File: src/rtl/vector_exec_pkg.sv
// Shared types and defaults for the vector execute stage.
package vector_exec_pkg;

   localparam int unsigned LANE_W_DEF    = 8;
   localparam int unsigned NUM_LANES_DEF = 16;
   localparam int unsigned VEC_W         = 128;
   localparam int unsigned REG_IDX_W     = 4;

   typedef enum logic [2:0] {
      OpAdd = 3'b000,
      OpSub = 3'b001,
      OpAnd = 3'b010,
      OpOr  = 3'b011,
      OpXor = 3'b100,
      OpMul = 3'b101,
      OpShl = 3'b110,
      OpShr = 3'b111
   } vec_op_e;

   typedef enum logic [1:0] {
      StateIdle = 2'd0,
      StateExec = 2'd1,
      StateWb   = 2'd2
   } exec_state_e;

endpackage

File: src/rtl/vector_exec_unit_if.sv
// Issue-side handshake plus register-file write port of the vector execute stage.
interface vector_exec_unit_if;
   import vector_exec_pkg::*;

   logic                 in_valid;
   logic                 in_ready;
   logic [2:0]           op;
   logic [VEC_W-1:0]     src_a;
   logic [VEC_W-1:0]     src_b;
   logic [REG_IDX_W-1:0] dst;
   logic                 wre;
   logic [REG_IDX_W-1:0] a3;
   logic [VEC_W-1:0]     wd3;
   logic                 busy;

   modport master (
      output in_valid, op, src_a, src_b, dst,
      input  in_ready, wre, a3, wd3, busy
   );

   modport slave (
      input  in_valid, op, src_a, src_b, dst,
      output in_ready, wre, a3, wd3, busy
   );

endinterface

File: src/rtl/vector_lane_alu.sv
// Combinational single-lane ALU. Defining VEC_EXEC_SAT_EN makes ADD/MUL saturate and
// SUB clamp at zero; otherwise all arithmetic wraps.
module vector_lane_alu
   import vector_exec_pkg::*;
#(
   parameter int unsigned LANE_W = LANE_W_DEF
) (
   input  vec_op_e           op,
   input  logic [LANE_W-1:0] a,
   input  logic [LANE_W-1:0] b,
   output logic [LANE_W-1:0] y
);

   localparam int unsigned ShW = $clog2(LANE_W);

   logic [ShW-1:0] sh;
   assign sh = b[ShW-1:0];

`ifdef VEC_EXEC_SAT_EN
   logic [LANE_W:0]     sum;
   logic [2*LANE_W-1:0] prod;

   assign sum  = {1'b0, a} + {1'b0, b};
   assign prod = {{LANE_W{1'b0}}, a} * {{LANE_W{1'b0}}, b};
`endif

   always_comb begin
      y = '0;
      unique case (op)
`ifdef VEC_EXEC_SAT_EN
         OpAdd: y = sum[LANE_W] ? '1 : sum[LANE_W-1:0];
         OpSub: y = (a < b) ? '0 : a - b;
         OpMul: y = (|prod[2*LANE_W-1:LANE_W]) ? '1 : prod[LANE_W-1:0];
`else
         OpAdd: y = a + b;
         OpSub: y = a - b;
         OpMul: y = a * b;
`endif
         OpAnd: y = a & b;
         OpOr:  y = a | b;
         OpXor: y = a ^ b;
         OpShl: y = a << sh;
         OpShr: y = a >> sh;
      endcase
   end

endmodule

File: src/rtl/vector_exec_unit.sv
// Vector execute stage: captures one operation, computes LANES_PER_CYCLE lanes per cycle,
// then issues a single-cycle register-file write. Lane saturation via VEC_EXEC_SAT_EN.
module vector_exec_unit
   import vector_exec_pkg::*;
#(
   parameter int unsigned LANE_W          = LANE_W_DEF,
   parameter int unsigned NUM_LANES       = NUM_LANES_DEF,
   parameter int unsigned LANES_PER_CYCLE = 4
) (
   input logic               clk,
   input logic               rst,
   vector_exec_unit_if.slave bus
);

   localparam int unsigned NumChunks = NUM_LANES / LANES_PER_CYCLE;
   localparam int unsigned ChunkW    = (NumChunks > 1) ? $clog2(NumChunks) : 1;
   localparam logic [ChunkW-1:0] LastChunk = ChunkW'(NumChunks - 1);

   localparam logic [1:0] StIdle = StateIdle;
   localparam logic [1:0] StExec = StateExec;
   localparam logic [1:0] StWb   = StateWb;

   if (NUM_LANES % LANES_PER_CYCLE != 0) begin : g_bad_split
      $error("LANES_PER_CYCLE must divide NUM_LANES");
   end
   if (LANE_W * NUM_LANES != VEC_W) begin : g_bad_width
      $error("LANE_W * NUM_LANES must equal VEC_W");
   end

   logic [1:0]           state_q, state_d;
   logic [ChunkW-1:0]    chunk_q;
   vec_op_e              op_q;
   logic [VEC_W-1:0]     a_q, b_q, res_q, res_upd;
   logic [REG_IDX_W-1:0] dst_q, a3_q;
   logic [VEC_W-1:0]     wd3_q;
   logic                 last_chunk;

   logic [LANE_W-1:0] lane_a [LANES_PER_CYCLE];
   logic [LANE_W-1:0] lane_b [LANES_PER_CYCLE];
   logic [LANE_W-1:0] lane_y [LANES_PER_CYCLE];

   assign last_chunk = (chunk_q == LastChunk);

   for (genvar l = 0; l < LANES_PER_CYCLE; l++) begin : g_lane
      assign lane_a[l] = a_q[(int'(chunk_q) * LANES_PER_CYCLE + l) * LANE_W +: LANE_W];
      assign lane_b[l] = b_q[(int'(chunk_q) * LANES_PER_CYCLE + l) * LANE_W +: LANE_W];

      vector_lane_alu #(
         .LANE_W (LANE_W)
      ) u_alu (
         .op (op_q),
         .a  (lane_a[l]),
         .b  (lane_b[l]),
         .y  (lane_y[l])
      );
   end

   // Merge this cycle's lanes into the partial result.
   always_comb begin
      res_upd = res_q;
      for (int l = 0; l < LANES_PER_CYCLE; l++) begin
         res_upd[(int'(chunk_q) * LANES_PER_CYCLE + l) * LANE_W +: LANE_W] = lane_y[l];
      end
   end

   always_comb begin
      state_d = state_q;
      unique case (state_q)
         StIdle:  if (bus.in_valid) state_d = StExec;
         StExec:  if (last_chunk) state_d = StWb;
         StWb:    state_d = StIdle;
         default: state_d = StIdle;
      endcase
   end

   always_ff @(posedge clk) begin
      if (rst) begin
         state_q <= StIdle;
         chunk_q <= '0;
         op_q    <= OpAdd;
         a_q     <= '0;
         b_q     <= '0;
         dst_q   <= '0;
         res_q   <= '0;
         a3_q    <= '0;
         wd3_q   <= '0;
      end else begin
         state_q <= state_d;
         if (state_q == StIdle && bus.in_valid) begin
            op_q    <= vec_op_e'(bus.op);
            a_q     <= bus.src_a;
            b_q     <= bus.src_b;
            dst_q   <= bus.dst;
            res_q   <= '0;
            chunk_q <= '0;
         end else if (state_q == StExec) begin
            res_q   <= res_upd;
            chunk_q <= last_chunk ? '0 : chunk_q + 1'b1;
            // Write-port registers only change on the way into WB so they hold otherwise.
            if (last_chunk) begin
               a3_q  <= dst_q;
               wd3_q <= res_upd;
            end
         end
      end
   end

   assign bus.in_ready = (state_q == StIdle);
   assign bus.busy     = (state_q != StIdle);
   assign bus.wre      = (state_q == StWb);
   assign bus.a3       = a3_q;
   assign bus.wd3      = wd3_q;

endmodule

File: src/flat_wrapper.sv
// flat-port wrapper written by rule: the top's interface ports become plain ports
module vector_exec_unit_flat import vector_exec_pkg::*;
#(
   parameter int unsigned LANE_W          = LANE_W_DEF,
   parameter int unsigned NUM_LANES       = NUM_LANES_DEF,
   parameter int unsigned LANES_PER_CYCLE = 4
)
  (clk, rst, bus_in_valid, bus_op, bus_src_a, bus_src_b, bus_dst, bus_in_ready, bus_wre, bus_a3, bus_wd3, bus_busy);
  vector_exec_unit_if bus_i ();
  input logic clk;
  input logic rst;
  input wire logic [$bits(bus_i.in_valid)-1:0] bus_in_valid;
  input wire logic [$bits(bus_i.op)-1:0] bus_op;
  input wire logic [$bits(bus_i.src_a)-1:0] bus_src_a;
  input wire logic [$bits(bus_i.src_b)-1:0] bus_src_b;
  input wire logic [$bits(bus_i.dst)-1:0] bus_dst;
  output wire logic [$bits(bus_i.in_ready)-1:0] bus_in_ready;
  output wire logic [$bits(bus_i.wre)-1:0] bus_wre;
  output wire logic [$bits(bus_i.a3)-1:0] bus_a3;
  output wire logic [$bits(bus_i.wd3)-1:0] bus_wd3;
  output wire logic [$bits(bus_i.busy)-1:0] bus_busy;
  assign bus_i.in_valid = bus_in_valid;
  assign bus_i.op = bus_op;
  assign bus_i.src_a = bus_src_a;
  assign bus_i.src_b = bus_src_b;
  assign bus_i.dst = bus_dst;
  assign bus_in_ready = bus_i.in_ready;
  assign bus_wre = bus_i.wre;
  assign bus_a3 = bus_i.a3;
  assign bus_wd3 = bus_i.wd3;
  assign bus_busy = bus_i.busy;
  vector_exec_unit #(.LANE_W(LANE_W), .NUM_LANES(NUM_LANES), .LANES_PER_CYCLE(LANES_PER_CYCLE)) u_core (.clk(clk), .rst(rst), .bus(bus_i));
endmodule
File: config.mk
export PLATFORM = sky130hd
export DESIGN_NAME = vector_exec_unit_flat
export DESIGN_NICKNAME = d
export VERILOG_FILES = /design/src/rtl/vector_exec_pkg.sv /design/src/rtl/vector_exec_unit_if.sv /design/src/rtl/vector_lane_alu.sv /design/src/rtl/vector_exec_unit.sv /design/src/flat_wrapper.sv
export SDC_FILE = /design/constraint.sdc
export NUM_CORES = 2
export LEC_CHECK = 0
export ABC_AREA = 1
export BUFFER_PORTS_ARGS = -buffer_cell sky130_fd_sc_hd__buf_2
export CAP_MARGIN = 30
export CORE_MARGIN = 8
export CORE_UTILIZATION = 45
export CTS_CLUSTER_DIAMETER = 40
export DETAILED_ROUTE_END_ITERATION = 10
export PLACE_DENSITY = 0.75
export SKIP_LAST_GASP = 1
export SLEW_MARGIN = 40
export SYNTH_ARGS = -nofsm -noshare
export SYNTH_HDL_FRONTEND = slang
export SYNTH_SLANG_ARGS = --single-unit
File: constraint.sdc
create_clock -name clk -period 10.96 [get_ports clk]
set_input_delay 1.096 -clock clk [delete_from_list [all_inputs] [get_ports clk]]
set_output_delay 1.096 -clock clk [all_outputs]
set_load 0.005 [all_outputs]
==> run_results.csv <==
group,metric,value,unit
outcome,status,"finished clean",
power_and_ir_drop,ir_worst_vdd,0.000100,V
timing,period_needed,6.98,ns
route,met1_length,45700,um
clocking,cts.sinks,503,
timing,layout_worst_path_cycle_share,0.637,
synth,syn_avg_cell_area,6.75,um^2
timing,rsz0062_at_grt,"no",
synth,ys_ff_latch,503,
placement,dp.final_hpwl,81800,um
critical_path,critical-path-slowest-cell,"dfxtp_4",
route,met2WireLength,52100,um
placement,portBuffers,400,
floorplan,row_count,96,
critical_path,critPathMaxFanout,74,
clocking,hold_buffers,0,
synth,synthMostInstantiatedCell,"nand2_1",
global_routing,grt_max_degree,119,
floorplan,die_h,279,um
layout,final_cells,5828,
power_and_ir_drop,power_leakage,17.8,nW
timing,max_freq,0.143,GHz
route,avgRoutedWirePerCell,19.4,um
timing,finClkSkew,0.0300,ns
timing,tightest_slew,0.856,ns
clocking,cts.repair.resized,0,
route,antenna_left,0,
route,routed_wl,113000,um
route,via_per_inst,5.41,
critical_path,cp-start-kind,"flop",
layout,antenna_cells,0,
timing,holdWs,0.451,ns
layout,nets,5327,
layout,drive_gt1_frac,0.141,
critical_path,crit_type,"flop to flop",
timing,slew_violations,0,
route,vias,31500,
global_routing,antenna_found_initial,2,
timing,slew_headroom,0.429,
synth,yosysWarnings,0,
clocking,cts_tree,"yes",
critical_path,critPathBufInv,6,
floorplan,core_area,0.0686,mm^2
critical_path,cp.arrival,7.50,ns
route,dr.pass1.iters,8,
clocking,clk_latency,0.62,ns
floorplan,die_w,279,um
placement,dp.cells,5697,
route,dr_wl_met3,8580,um
synth,syn-num-nets,5100,
placement,place_congestion,0.960,
synth,synth_top_area_cell,"dfxtp_1",
route,drc,0,
layout,area_growth_syn_to_layout,15.1,%
critical_path,crit_family,"adder cells",
synth,synth.top_cell.area_share,0.323,
global_routing,grt_usage,0.278,
route,top_layer,"met5",
critical_path,cp_common_cell,"nand2_1",
flow_run,drv_cap,0,
synth,synth-edff-count,0,
synth,synthTopCellsByArea,"dfxtp_1 (32%), nand2_1 (10%), nor2_1 (8.6%)",
critical_path,slowest_delay,0.84,ns
timing,hold_viol,0,
layout,fill_cells,6724,
timing,setup_viol,0,
global_routing,first_global_vias,29900,
power_and_ir_drop,power_density,165,mW/mm^2
clocking,cts.path.max_buffers,3,
timing,finalSetupTns,0,ns
synth,synth_top_cells_by_count,"nand2_1 (843), nor2_1 (715), inv_1 (565), dfxtp_1 (503), o21ai_0 (449)",
global_routing,grt_pass1_wl,172000,um
synth,synth_flop_cell,"dfxtp_1",
synth,async_reset_ff_frac,0,
floorplan,start_util,0.454,
synth,synth_cell_type_count,59,
clocking,post-cts-setup-buffers,0,
worst_hold_path,min_path_type,"flop to flop",
route,drtIter0Drc,3236,
synth,synthCells,4613,
critical_path,worstPathRequired,11.47,ns
synth,netlist_area,0.0311,mm^2
clocking,cts-htree-levels,3,
synth,synth_seq_area_share,0.323,
global_routing,grt_overflow,0,
clocking,cts_made_buffers,72,
clocking,path_clk_slew,0.06,ns
critical_path,endpoint_kind,"flop",
floorplan,ios,401,
clocking,cts_root_buf,"clkbuf_16",
floorplan,fp.dieArea,0.0779,mm^2
-- path summary, 6_finish.rpt --
path              slack, ns                 to  depth (start not counted)         startpoint
hold / removal         0.45     u_core.a_q[64]                          2     u_core.a_q[64]
setup reg to reg       3.98  u_core.res_q[101]                         27  u_core.chunk_q[0]
hold reg to reg        0.45     u_core.a_q[64]                          2     u_core.a_q[64]
setup / recovery       3.98  u_core.res_q[101]                         27  u_core.chunk_q[0]
-- logic make-up after synthesis --
family	synth area share
buffers and inverters	0.116
XOR/XNOR	0.0190
AO/OA/AOI/OAI	0.177
flip-flops	0.323
AND/OR/NAND/NOR	0.263
adder cells (fa/ha/maj)	0.101
-- sequential cells by signal, summed over array words and instances (netlist names) --
name,count
u_core.a_q,128
u_core.b_q,128
u_core.bus.a3,4
u_core.bus.wd3,128
u_core.chunk_q,2
u_core.dst_q,4
u_core.op_q,3
u_core.res_q,104
u_core.state_q,2
-- tightest hold or removal path, stage by stage (launching register included) --
cell     delay, ns
dfxtp_1       0.30
inv_1         0.06
a21oi_1       0.05
-- area by class of cell --
cell class	count	area, um^2	share of cell area
Multi-Input combinational cell	3229	17500	0.489
Clock inverter	39	513	0.0143
Timing Repair Buffer	434	2280	0.0635
Tap cell	931	1160	0.0325
Sequential cell	503	10100	0.281
Clock buffer	92	2020	0.0564
Inverter	600	2270	0.0634
-- cell usage in the layout (no fill, tap or decap), types with 8 or more instances in the layout --
cell type and count:
clkinv_4 8, nand4_1 36, dfxtp_1 501, buf_2 400, fa_1 52, o21a_1 28, clkbuf_8 8, o21ai_0 448
xor2_1 40, xnor2_1 22, clkbuf_16 75, nand3_1 279, inv_2 29, nand2_2 36, nand2_1 840, clkbuf_1 9
ha_1 167, inv_1 562, buf_4 29, nor3_1 10, nor2_2 27, o21bai_1 51, a21oi_1 187, o21ai_1 89
o211ai_1 79, a211oi_1 8, nor2_1 711, o2111ai_1 20, a221oi_1 12
-- layer usage --
metal	GRT usage	vias up
met4	0.155	4
met1	0.345	14600
met3	0.0516	306
met5	0	-
met2	0.452	1332
li1	-	15300
-- through the flow --
step	cell area (um^2)	power, mW	setup WS (ns)	utilization
floorplan	31100	3.05	6.17	-
global placement	33300	3.49	4.16	0.485
detailed placement	33300	3.51	4.04	0.486
CTS	35800	5.92	3.98	0.522
global route	35900	6.21	3.50	0.523
finish	35900	5.93	3.98	0.523
-- where the power goes --
part / leakage, nW / internal [mW] / total (mW) / switching (mW)
Sequential: 4.13 / 1.94 / 1.99 / 0.0553
Clock: 1.22 / 1.50 / 2.42 / 0.923
Combinational: 12.4 / 0.463 / 1.52 / 1.05
(Power assumes the default switching activity.)
